[config.mk]
export PLATFORM = sky130hd
export DESIGN_NAME = mem_refill_ctrl
export DESIGN_NICKNAME = d
export VERILOG_FILES = /design/src/rtl/mem_refill_pkg.sv /design/src/rtl/refill_arbiter.sv /design/src/rtl/mem_refill_ctrl.sv
export SDC_FILE = /design/constraint.sdc
export NUM_CORES = 1
export LEC_CHECK = 0
export CORE_ASPECT_RATIO = 1.1
export CORE_MARGIN = 2
export CORE_UTILIZATION = 45
export CTS_CLUSTER_DIAMETER = 100
export DETAILED_ROUTE_END_ITERATION = 10
export GPL_TIMING_DRIVEN = 0
export PLACE_DENSITY = 0.8
export REMOVE_ABC_BUFFERS = 1
export SETUP_SLACK_MARGIN = 0.05
export SYNTH_ARGS = -nofsm -noshare
export SYNTH_HDL_FRONTEND = slang
export SYNTH_SLANG_ARGS = --single-unit
[constraint.sdc]
create_clock -name CLK -period 2.1 [get_ports CLK]
set_input_delay 0.315 -clock CLK [delete_from_list [all_inputs] [get_ports CLK]]
set_output_delay 0.315 -clock CLK [all_outputs]
set_load 0.01 [all_outputs]
[src/rtl/mem_refill_pkg.sv]
`default_nettype none
// ============================================================================
//  Module   : mem_refill_pkg
//  Purpose  : Shared definitions for the memory refill/write controller:
//             FSM state encoding, per-cache block geometry and the
//             port-select type used for grants and the fairness bit.
//  Ports    : none (package)
//  Revision : 1.0 - initial release
// ============================================================================
package mem_refill_pkg;

  // FSM state encoding
  localparam logic [1:0] ST_IDLE  = 2'd0;
  localparam logic [1:0] ST_WAIT  = 2'd1;
  localparam logic [1:0] ST_BURST = 2'd2;
  localparam logic [1:0] ST_DONE  = 2'd3;

  // Block geometry: words per block and byte-offset bits within a block
  localparam int IC_WORDS    = 4;
  localparam int DC_WORDS    = 2;
  localparam int IC_OFF_BITS = 4;
  localparam int DC_OFF_BITS = 3;

  // Requesting port select
  typedef enum logic {
    IC = 1'b0,
    DC = 1'b1
  } port_t;

endpackage : mem_refill_pkg
`default_nettype wire

[src/rtl/refill_arbiter.sv]
`default_nettype none
// ============================================================================
//  Module   : refill_arbiter
//  Purpose  : Combinational two-requester arbiter. A lone requester is always
//             granted; when both request, dCache wins unless it was the last
//             port served, in which case iCache wins.
//  Ports    : ic_req, dc_req  - pending requests
//             last_grant      - port served by the previous transaction
//             grant_ic/dc     - one-hot (or zero) grant
//  Revision : 1.0 - initial release
// ============================================================================
module refill_arbiter
  import mem_refill_pkg::*;
(
  input  logic  ic_req,
  input  logic  dc_req,
  input  port_t last_grant,
  output logic  grant_ic,
  output logic  grant_dc
);

  always_comb begin
    grant_dc = dc_req & (~ic_req | (last_grant == IC));
    grant_ic = ic_req & (~dc_req | (last_grant == DC));
  end

endmodule : refill_arbiter
`default_nettype wire

[src/rtl/mem_refill_ctrl.sv]
`default_nettype none
// ============================================================================
//  Module   : mem_refill_ctrl
//  Purpose  : Refill/write controller below the iCache and dCache. Arbitrates
//             one transaction at a time, waits MEM_LATENCY cycles, then
//             streams one 32-bit word per cycle to/from main memory and
//             pulses the granted cache's ready for one cycle.
//  Ports    : CLK, reset              - clock, synchronous active-high reset
//             ic_req/ic_addr          - iCache 128-bit block refill request
//             ic_data/ic_ready        - assembled iCache block + done pulse
//             dc_req/dc_wen/dc_addr/dc_wdata - dCache refill or 64-bit write
//             dc_data/dc_ready        - assembled dCache block + done pulse
//             mem_addr/mem_rd/mem_wr/mem_wdata/mem_rdata - memory word port
//  Revision : 1.0 - initial release
// ============================================================================
module mem_refill_ctrl
  import mem_refill_pkg::*;
#(
  parameter int MEM_LATENCY = 20,
  parameter int ADDR_W      = 32
) (
  input  logic              CLK,
  input  logic              reset,
  input  logic              ic_req,
  input  logic [ADDR_W-1:0] ic_addr,
  output logic [127:0]      ic_data,
  output logic              ic_ready,
  input  logic              dc_req,
  input  logic              dc_wen,
  input  logic [ADDR_W-1:0] dc_addr,
  input  logic [63:0]       dc_wdata,
  output logic [63:0]       dc_data,
  output logic              dc_ready,
  output logic [ADDR_W-1:0] mem_addr,
  output logic              mem_rd,
  output logic              mem_wr,
  output logic [31:0]       mem_wdata,
  input  logic [31:0]       mem_rdata
);

  localparam logic [7:0]        c_lat_m1  = 8'(MEM_LATENCY - 1);
  localparam logic [ADDR_W-1:0] c_ic_mask = ~ADDR_W'((1 << IC_OFF_BITS) - 1);
  localparam logic [ADDR_W-1:0] c_dc_mask = ~ADDR_W'((1 << DC_OFF_BITS) - 1);

  logic [1:0]        r_state;
  logic [1:0]        w_next_state;
  port_t             r_port;
  port_t             r_last_grant;
  logic              r_wen;
  logic [ADDR_W-1:0] r_base;
  logic [63:0]       r_wdata;
  logic [7:0]        r_cnt;
  logic [1:0]        r_word;
  logic [1:0]        w_last_word;
  logic [127:0]      r_ic_data;
  logic [63:0]       r_dc_data;
  logic              w_grant_ic;
  logic              w_grant_dc;
  logic              w_accept;

  refill_arbiter u_arb (
    .ic_req     (ic_req),
    .dc_req     (dc_req),
    .last_grant (r_last_grant),
    .grant_ic   (w_grant_ic),
    .grant_dc   (w_grant_dc)
  );

  assign w_accept    = (r_state == ST_IDLE) & (w_grant_ic | w_grant_dc);
  assign w_last_word = (r_port == IC) ? 2'(IC_WORDS - 1) : 2'(DC_WORDS - 1);
  assign ic_data     = r_ic_data;
  assign dc_data     = r_dc_data;

  // State register
  always_ff @(posedge CLK) begin
    if (reset) begin
      r_state <= ST_IDLE;
    end else begin
      r_state <= w_next_state;
    end
  end

  // Next-state logic
  always_comb begin
    w_next_state = r_state;
    case (r_state)
      ST_IDLE:  if (w_accept)              w_next_state = ST_WAIT;
      ST_WAIT:  if (r_cnt == 8'd0)         w_next_state = ST_BURST;
      ST_BURST: if (r_word == w_last_word) w_next_state = ST_DONE;
      ST_DONE:                             w_next_state = ST_IDLE;
      default:                             w_next_state = ST_IDLE;
    endcase
  end

  // Transaction context, latency counter, word index and data assembly
  always_ff @(posedge CLK) begin
    if (reset) begin
      r_port       <= IC;
      r_last_grant <= IC;
      r_wen        <= 1'b0;
      r_base       <= '0;
      r_wdata      <= '0;
      r_cnt        <= '0;
      r_word       <= '0;
      r_ic_data    <= '0;
      r_dc_data    <= '0;
    end else begin
      case (r_state)
        ST_IDLE: begin
          if (w_accept) begin
            // Everything the transaction needs is frozen here so later
            // changes on the request inputs cannot disturb it.
            r_port  <= w_grant_dc ? DC : IC;
            r_wen   <= w_grant_dc & dc_wen;
            r_base  <= w_grant_dc ? (dc_addr & c_dc_mask) : (ic_addr & c_ic_mask);
            r_wdata <= dc_wdata;
            r_cnt   <= c_lat_m1;
            r_word  <= '0;
          end
        end
        ST_WAIT: begin
          if (r_cnt != 8'd0) r_cnt <= r_cnt - 8'd1;
        end
        ST_BURST: begin
          r_word <= r_word + 2'd1;
          if (!r_wen) begin
            // Word 0 lands in the most significant slot: slot base = ~k * 32
            if (r_port == IC) r_ic_data[{~r_word, 5'b0} +: 32]    <= mem_rdata;
            else              r_dc_data[{~r_word[0], 5'b0} +: 32] <= mem_rdata;
          end
        end
        ST_DONE: begin
          r_last_grant <= r_port;
        end
        default: ;
      endcase
    end
  end

  // Outputs decoded from the current state only
  always_comb begin
    mem_rd    = 1'b0;
    mem_wr    = 1'b0;
    mem_addr  = '0;
    mem_wdata = '0;
    ic_ready  = 1'b0;
    dc_ready  = 1'b0;
    case (r_state)
      ST_BURST: begin
        mem_addr = r_base | ADDR_W'({r_word, 2'b00});
        if (r_wen) begin
          mem_wr    = 1'b1;
          mem_wdata = r_word[0] ? r_wdata[31:0] : r_wdata[63:32];
        end else begin
          mem_rd = 1'b1;
        end
      end
      ST_DONE: begin
        ic_ready = (r_port == IC);
        dc_ready = (r_port == DC);
      end
      default: ;
    endcase
  end

endmodule : mem_refill_ctrl
`default_nettype wire
# Yosys cells after proc, flatten, opt, wreduce, memory -nomap -nowiden
# Index checks and enable logic that the tools add are counted.
[op_classes] multipliers=0 n_mux=24 div_mod_pow=0 shifts=4 n_eq_ne=8 order_cmp=0 reduce_logical=11 addsub=4 bitwise=15
[ops] cell="32-bit 2-to-1 mux" count=5
[ops] cell="128-bit bitwise mux" count=1
[ops] cell="32-bit by 9-bit variable shift with 128-bit output, first input constant" count=1
[ops] cell="32-bit by 9-bit indexed part select with 128-bit output" count=1
[ops] cell="64-bit bitwise mux" count=1
[ops] cell="32-bit by 8-bit variable shift with 64-bit output, first input constant" count=1
[ops] cell="32-bit by 8-bit indexed part select with 64-bit output" count=1
[ops] cell="32-bit by 4-bit OR with 32-bit output" count=1
[ops] cell="8-bit 2-to-1 mux" count=2
[ops] cell="8-bit one-hot mux with 2 select lines" count=1
[ops] cell="3-bit AND reduction" count=4
[ops] cell="2-bit 2-to-1 mux" count=5
[ops] cell="7-bit negation with 9-bit output" count=1
[ops] cell="8-bit logical NOT" count=1
[ops] cell="2-bit != test, second input constant" count=4
[ops] cell="6-bit negation with 8-bit output" count=1
[ops] cell="2-bit one-hot mux with 4 select lines" count=1
[ops] cell="8-bit nonzero test" count=1
[ops] cell="8-bit by 1-bit subtractor with 8-bit output, second input constant" count=1
[ops] cell="1-bit 2-to-1 mux" count=7
[ops] cell="1-bit NOT" count=6
[ops] cell="1-bit bitwise AND" count=4
[ops] cell="2-bit == test, second input constant" count=2
[ops] cell="2-bit one-hot mux with 2 select lines" count=1
[ops] cell="8 further kinds" count=12
[totals] ff_bits=303 romBits=0 mem_count=0 out_inout_bits=260 latchBits=0 elab_cells=76 input_bits=165 mem_bits_rw=0

# Logic depth before layout (Yosys ltp)
# Gate-level depths: netlist (run 1).
[logic_depth] depth_word=7 mapped_depth=9 mapped_depth_nobuf=6

# By module
# A second synthesis (run 1) with hierarchy kept.
[hier_totals] cells_unflattened=1488 hier_area_um2=11893.9
[by_module_without_submodules] mod="mem_refill_ctrl" seq_area_each_um2=6005.8 instances=1 cells_per_inst=1485 area_each_um2=11875.1
[by_module_without_submodules] mod="refill_arbiter" seq_area_each_um2=0.0 instances=1 cells_per_inst=3 area_each_um2=18.8

# Least setup slack after synthesis (run 1)
# OpenSTA, ideal clock, no wires.
[synth_timing] path_kind="register -> register" start="reg r_state[0]" end="reg r_cnt[2]" stages_incl_launch_ff=10 n_path_buf=3 path_slack_ns=0.236 required_time_ns=2.030 synth_period_minus_slack_ns=1.864 setup_ns=0.070 arrival_time_ns=1.794 path_cell_list="dfxtp_1 > inv_1 > ha_1 > buf_6 > or3b_2 > buf_2 > o211ai_2 > buf_4 > or3_2 > a21oi_1"
[synth_via] elab_chain_len=4 elab_cells_between_ends=8 cone_classes="3 x eq/ne; 1 x mux; 1 x bitwise; 3 x reduce/logical"
[synth_lines] item="from (decl)" line="mem_refill_ctrl.sv:45" rtl="logic [1:0] r_state;"
[synth_lines] item="from (signal assigned)" line="mem_refill_ctrl.sv:79" rtl="r_state <= w_next_state;"
[synth_lines] item="2-bit logical NOT" line="mem_refill_ctrl.sv:69, mem_refill_ctrl.sv:108"
[synth_lines] item="1-bit bitwise AND" line="mem_refill_ctrl.sv:69" rtl="assign w_accept = (r_state == ST_IDLE) & (w_grant_ic | w_grant_dc);"
[synth_lines] item="2-bit != test (no source line)"
[synth_lines] item="3-bit AND reduction (no source line)"
[synth_lines] item="to (signal assigned)" line="mem_refill_ctrl.sv:117" rtl="r_cnt <= c_lat_m1;"
[synth_lines] item="to (signal assigned)" line="mem_refill_ctrl.sv:122" rtl="if (r_cnt != 8'd0) r_cnt <= r_cnt - 8'd1;"
[synth_lines] item="to (decl)" line="mem_refill_ctrl.sv:52" rtl="logic [7:0] r_cnt;"
# Parallel ways exist; a longest one is shown, timed or not.
# A chain may end at the register's enable or synchronous reset.

# Final worst setup path (run 1)
[layout_timing] start="reg r_state[0]" end="out mem_wdata[1]"
[layout_via] elab_chain_len=2
[layout_lines] item="2-bit == test" line="mem_refill_ctrl.sv:148" rtl="case (r_state)"
[layout_lines] item="32-bit 2-to-1 mux" line="mem_refill_ctrl.sv:148"
[layout_lines] item="to (decl)" line="mem_refill_ctrl.sv:37" rtl="output logic [31:0] mem_wdata,"
# No other way between the ends.

==> metrics.cfg, run 1 <==
[die]
rows = 62
ios = 425
start_util = 0.456
dieArea_um2 = 27600
die_x_um = 159
core_um2 = 26000
chipHeight_um = 174

[routing]
wl_um = 45600
ant_nets = 0
drt_iter0_markers = 991
drc = 0
vias_per_cell = 5.64
wire_per_inst_um = 20.3
firstDrtPassIters = 7
vias = 12700

[grt]
grt_start_max_net_pins = 136
grt_pass1_wl_um = 66400
gr-total-overflow = 0
antenna_found_initial = 0
grt_pass1_vias = 11900
grt_use_total = 0.301

[synth]
syn_area_um2 = 11800
synth_edf_count = 0
ys_warn_count = 0
synth_ff_type = dfxtp_1
ys_seq_elements = 300
synth_most_common_cell = nand2_1
ys_types = 46
synth_common_cells = nand2_1 (392), dfxtp_1 (300), a21oi_1 (263), nand3_1 (131), clkbuf_1 (87)
synth.area.top_cells = dfxtp_1 (51%), nand2_1 (12%), a21oi_1 (11%)
syn_avg_cell_area_um2 = 8.01
syn-instance-count = 1479
synth_top_area_cell = dfxtp_1
yosysTopAreaCellShare = 0.507
ys_async_sr_fraction = 0
ys_seq_area_frac = 0.507

[flow_run]
drv_cap = 0

[sta]
slew_viol_final = 0
tightest_slew_ns = 0.915
finalHoldViolCount = 0
fmax_mhz = 472
fin_tns_setup_ns = -0.0788
finalCritPeriodShare = 1.01
finalClockSkew_ns = 0.0237
timing.hold.ws_ns = 0.124
period_minus_slack_ns = 2.12
fin_ws_ns = -0.0198
rsz0062_at_grt = yes
slew_headroom = 0.387
setup_viol_count_final = 9

[power]
p_sw_mw = 5.93
irDropWorstVdd_v = 0.000658
power_per_cell_area_nw_per_um2 = 970
pwr-share-seq = 0.380
clkPwrFrac = 0.316
power_mw = 18.0
p_sw_frac = 0.329
p_int_mw = 12.1
power.combinational.fraction = 0.304
p_leak_nw = 6.61

[place]
port_buffers = 415
dp_hpwl_um = 27700
place.gp.congestion = 0.796

[layout]
insertedDiodeCount = 0
nets = 2048
syn2layout_area_growth_pct = 56.9
layout-drive-gt1-share = 0.156
nFillCells = 1837

[cts]
cts_tree = done
cts_sinks = 300
cts_root_buf = clkbuf_16
clkTransAtPathRegs_ns = 0.07
ctsHtreeMaxLevel = 1
clock_path_buffers = 3
clock_latency_ns = 0.56
cts-buffers-inserted = 29

[worst_setup_path]
worst_setup_path_start_kind = flop
cp-end-kind = primary output
critPathArrivalTime_ns = 1.80
path_class = flop to primary output
rr_startpoint = r_word[0]
critPathLaunch = r_state[0]
critical_path_required_ns = 1.78
crit_path_max_fanout = 7

[min_path]
min_from = reset
min_path_type = input pin to flop

[run_status]
failed_checks = setup timing
status = finished with violations

-- state kept, by name, summed over array words and instances (netlist names) --
name	count
dc_data	64
ic_data	128
r_base	29
r_cnt	8
r_last_grant	1
r_port	1
r_state	2
r_wdata	64
r_wen	1
r_word	2
-- metrics by stage --
stage / std cells / area (µm²) / utilization / setup WS, ns
after floorplan: 1353 / 11300 / - / -2.32
after global placement: 2120 / 15900 / 0.612 / -7.32
after detailed placement: 2142 / 16400 / 0.631 / -1.64
after CTS: 2240 / 18000 / 0.694 / -0.0403
after global routing: 2247 / 18600 / 0.716 / -0.0850
final: 2247 / 18600 / 0.716 / -0.0198
-- critical path: stages (launching register included) --
cell and delay, ns:
dfxtp_2 0.33, inv_2 0.07, ha_4 0.24, buf_12 0.15, buf_12 0.10, nand2_8 0.10, nor2_4 0.12, buf_6 0.13
-- power groups by stage --
stage	Clock, mW	Combinational (mW)	Sequential (mW)
after floorplan	0	2.37	6.84
after global placement	0	3.56	6.76
after detailed placement	0	4.19	6.85
after CTS	5.72	4.89	6.77
after global routing	5.95	5.84	6.92
final	5.70	5.48	6.86
-- metal layers --
metal | vias up | track usage | routed length (µm)
met3 | 151 | 0.0656 | 4180
met1 | 6001 | 0.339 | 16300
li1 | 5764 | - | -
met4 | 0 | 0.141 | 2500
met5 | - | 0 | 0
met2 | 751 | 0.540 | 22600
-- worst paths after layout --
check	end	slack (ns)	depth (start not counted)
max	mem_wdata[1]	-0.02	7
min	r_wdata[17]	0.12	2
max reg2reg	ic_data[26]	0.03	7
min reg2reg	ic_data[81]	0.45	2
-- cells in the final DEF, fill, tap and decap left out, types with 23 or more instances in the layout --
cell type and n:
dfxtp_1 295, clkdlybuf4s50_1 348, and2_4 24, nor2_1 43
nor2_4 23, nand2_1 387, buf_4 27, a211oi_1 28
mux2i_1 42, buf_6 64, nand3_1 129, a21oi_1 263
clkbuf_16 30
-- layout make-up --
class | count | area, µm² | area share
flip-flops and latches | 300 | 6020 | 0.324
multi-input cells | 1047 | 5910 | 0.318
repair buffers | 484 | 5140 | 0.277
clock buffers | 38 | 850 | 0.0457
well taps | 352 | 440 | 0.0237
clock inverters | 16 | 195 | 0.0105
inverters | 10 | 41.3 | 0.00222
-- logic make-up (layout without fill, tap and decap cells) --
| logic type | Yosys count | after routing | synth area share |
|---|---|---|---|
| compound gates | 315 | 316 | 0.144 |
| simple gates | 654 | 657 | 0.237 |
| other cells | 1 | 2 | 0.000316 |
| xor+xnor | 1 | 1 | 0.000739 |
| mux | 60 | 60 | 0.0507 |
| buf+inv | 137 | 548 | 0.0484 |
| fa+ha+maj | 11 | 11 | 0.0116 |
| flops | 300 | 300 | 0.507 |
-- timing repair --
item                                   CTS  global route
buffers inserted                        38             6
cloned                                   6             2
gates resized for setup                350           129
endpoints found under the hold margin    0             0
setup endpoints to repair              269           196
hold buffers                             0             0
pin swaps                               23            23
Note: power is estimated with default switching activity, not from simulation.
==> run 2: changes to the inputs <==
- CORE_ASPECT_RATIO: 1.1 -> not set
- CORE_UTILIZATION: 45 -> 39
- PLACE_DENSITY: 0.8 -> 0.71
- SLEW_MARGIN: not set -> 20
==> run 2 against run 1 <==
- the flow still finishes with violations (setup timing)
- worst setup slack got worse by 0.019 ns
- sequential power decreased by 1%
- global-route usage decreased by 3.9 points
- via count decreased by 6.0%
- die area increased by 15%
- design area increased by 0.37%
- count of clock-buffer cells in the layout increased by 4
- largest cell class unchanged
==> metrics.cfg, run 2 (synthesized netlist as in run 1, its figures left out) <==
[cts]
cts_sinks = 300
clkTransAtPathRegs_ns = 0.06
clock_path_buffers = 3
ctsHtreeMaxLevel = 1
clock_latency_ns = 0.57
hold_buffers = 0
cts_tree = done
cts-buffers-inserted = 31
cts_root_buf = clkbuf_16

[place]
dp.cells = 2189
placed_cell_area_um2 = 16600
dp_hpwl_um = 29300
port_buffers = 415
place.gp.congestion = 0.815

[sta]
finalCritPeriodShare = 1.02
fmax_mhz = 467
tightest_slew_ns = 0.615
finalClockSkew_ns = 0.0112
fin_ws_ns = -0.0393
slew_headroom = 0.589
finalHoldViolCount = 0
period_minus_slack_ns = 2.14
setup_viol_count_final = 11
slew_viol_final = 0
rsz0062_at_grt = yes

[power]
power_per_cell_area_nw_per_um2 = 961
p_int_mw = 12.2
p_leak_nw = 6.63
p_sw_frac = 0.320
clkPwrFrac = 0.322
irDropWorstVdd_v = 0.000657
p_sw_mw = 5.74
power.combinational.fraction = 0.300
pwr-share-seq = 0.378

[routing]
ant_nets = 0
drt_iter0_markers = 760
wire_per_inst_um = 19.2
firstDrtPassIters = 5
wl_um = 44100
vias_per_cell = 5.19
drc = 0
vias = 11900

[min_path]
min_path_type = input pin to flop
hold_end = r_base[3]
min_from = reset
whs_path_depth = 2

[die]
core_um2 = 29800
dieArea_um2 = 31800
start_util = 0.398
ios = 425
die_x_um = 178
chipHeight_um = 178
rows = 63

[worst_setup_path]
critical_path_required_ns = 1.78
rr_startpoint = r_state[0]
path_class = flop to primary output
r2r-end = r_cnt[3]
rrSetupSlack_ns = 0.14
critPathArrivalTime_ns = 1.82
worst_setup_path_start_kind = flop
cp-end-kind = primary output
reg2reg_depth = 7
crit_path_max_fanout = 5

[grt]
grt_pass1_wl_um = 64500
grt_start_max_net_pins = 124
grt_pass1_vias = 11100
gr-total-overflow = 0
antenna_found_initial = 1
grt_use_total = 0.261

[layout]
stdcell_area_um2 = 18700
largest_register_ff_count = 128
nets = 2056
syn2layout_area_growth_pct = 57.5
final_cell_mix = nand2_1 (387), clkdlybuf4s50_1 (348), dfxtp_1 (294)
layout-drive-gt1-share = 0.151
nFillCells = 2577
final_cells = 2294
final_common_cell = nand2_1

[flow_run]
drv_cap = 0

[run_status]
failed_checks = setup timing
status = finished with violations

## run 2: cell types whose count changed in the layout (fill, tap and decap cells not counted), sizes merged, moves of 2 or more
cell and change:
buf +7, clkinvlp -2, clkdlybuf4s15 -2, clkbuf +3
## run 2: metrics by stage
step / power, mW / worst slack (ns) / hold WS, ns / setup TNS (ns) / util
floorplan: 9.21 / -2.32 / 0.384 / -441.61 / -
global placement: 10.3 / -7.48 / 0.437 / -2029.53 / 0.536
detailed placement: 11.2 / -1.33 / 0.442 / -210.39 / 0.558
CTS: 17.6 / -0.0538 / 0.121 / -0.990 / 0.613
global route: 18.8 / -0.0910 / 0.163 / -1.64 / 0.626
finish: 17.9 / -0.0393 / 0.154 / -0.130 / 0.626
## run 2: final cells by class
class                           instances  area (µm²)  share of cell area
Antenna cell                            1        2.50            0.000134
Clock buffer                           42         877              0.0470
Clock inverter                         14         189              0.0101
Inverter                               10        41.3             0.00221
Multi-Input combinational cell       1048        5820               0.312
Sequential cell                       300        6020               0.322
Tap cell                              390         488              0.0261
Timing Repair Buffer                  489        5230               0.280
## run 2: timing repair
item	in CTS	in global routing
buffers inserted	32	10
pin swaps	32	3
endpoints found under the setup margin	296	234
gates cloned	4	3
endpoints found under the hold margin	0	0
gates resized for setup	388	66
## run 2: worst max path at each step
stage               startpoint             to  slack [ns]  cells past startpoint
finish              r_state[0]  mem_wdata[26]       -0.04                      7
global placement         reset     r_state[0]       -7.48                      3
floorplan            r_word[0]    ic_data[64]       -2.32                      5
CTS                 r_state[0]   mem_addr[20]       -0.05                      7
global route        r_state[0]  mem_wdata[26]       -0.09                      7
detailed placement  r_state[0]  mem_wdata[26]       -1.33                      5
## run 2: power groups by stage
stage / clock network (mW) / registers, mW / logic [mW]
6_report: 5.77 / 6.78 / 5.38
5_1_grt: 6.08 / 6.86 / 5.84
4_1_cts: 5.85 / 6.75 / 4.97
3_5_place_dp: 0 / 6.90 / 4.31
3_3_place_gp: 0 / 6.75 / 3.59
2_1_floorplan: 0 / 6.84 / 2.37
## run 2: per-layer routing
metal / vias up / routed length, µm / GRT usage
li1: 5778 / - / -
met4: 0 / 1540 / 0.0904
met5: - / 0 / 0
met2: 488 / 21500 / 0.455
met3: 74 / 3760 / 0.0624
met1: 5567 / 17400 / 0.315
## run 2: critical path, cell delays in order, from the launching register on
cell	delay [ns]
dfxtp_2	0.33
inv_2	0.10
ha_4	0.18
buf_12	0.15
nand2_8	0.09
buf_8	0.16
nor2_4	0.12
buf_6	0.12
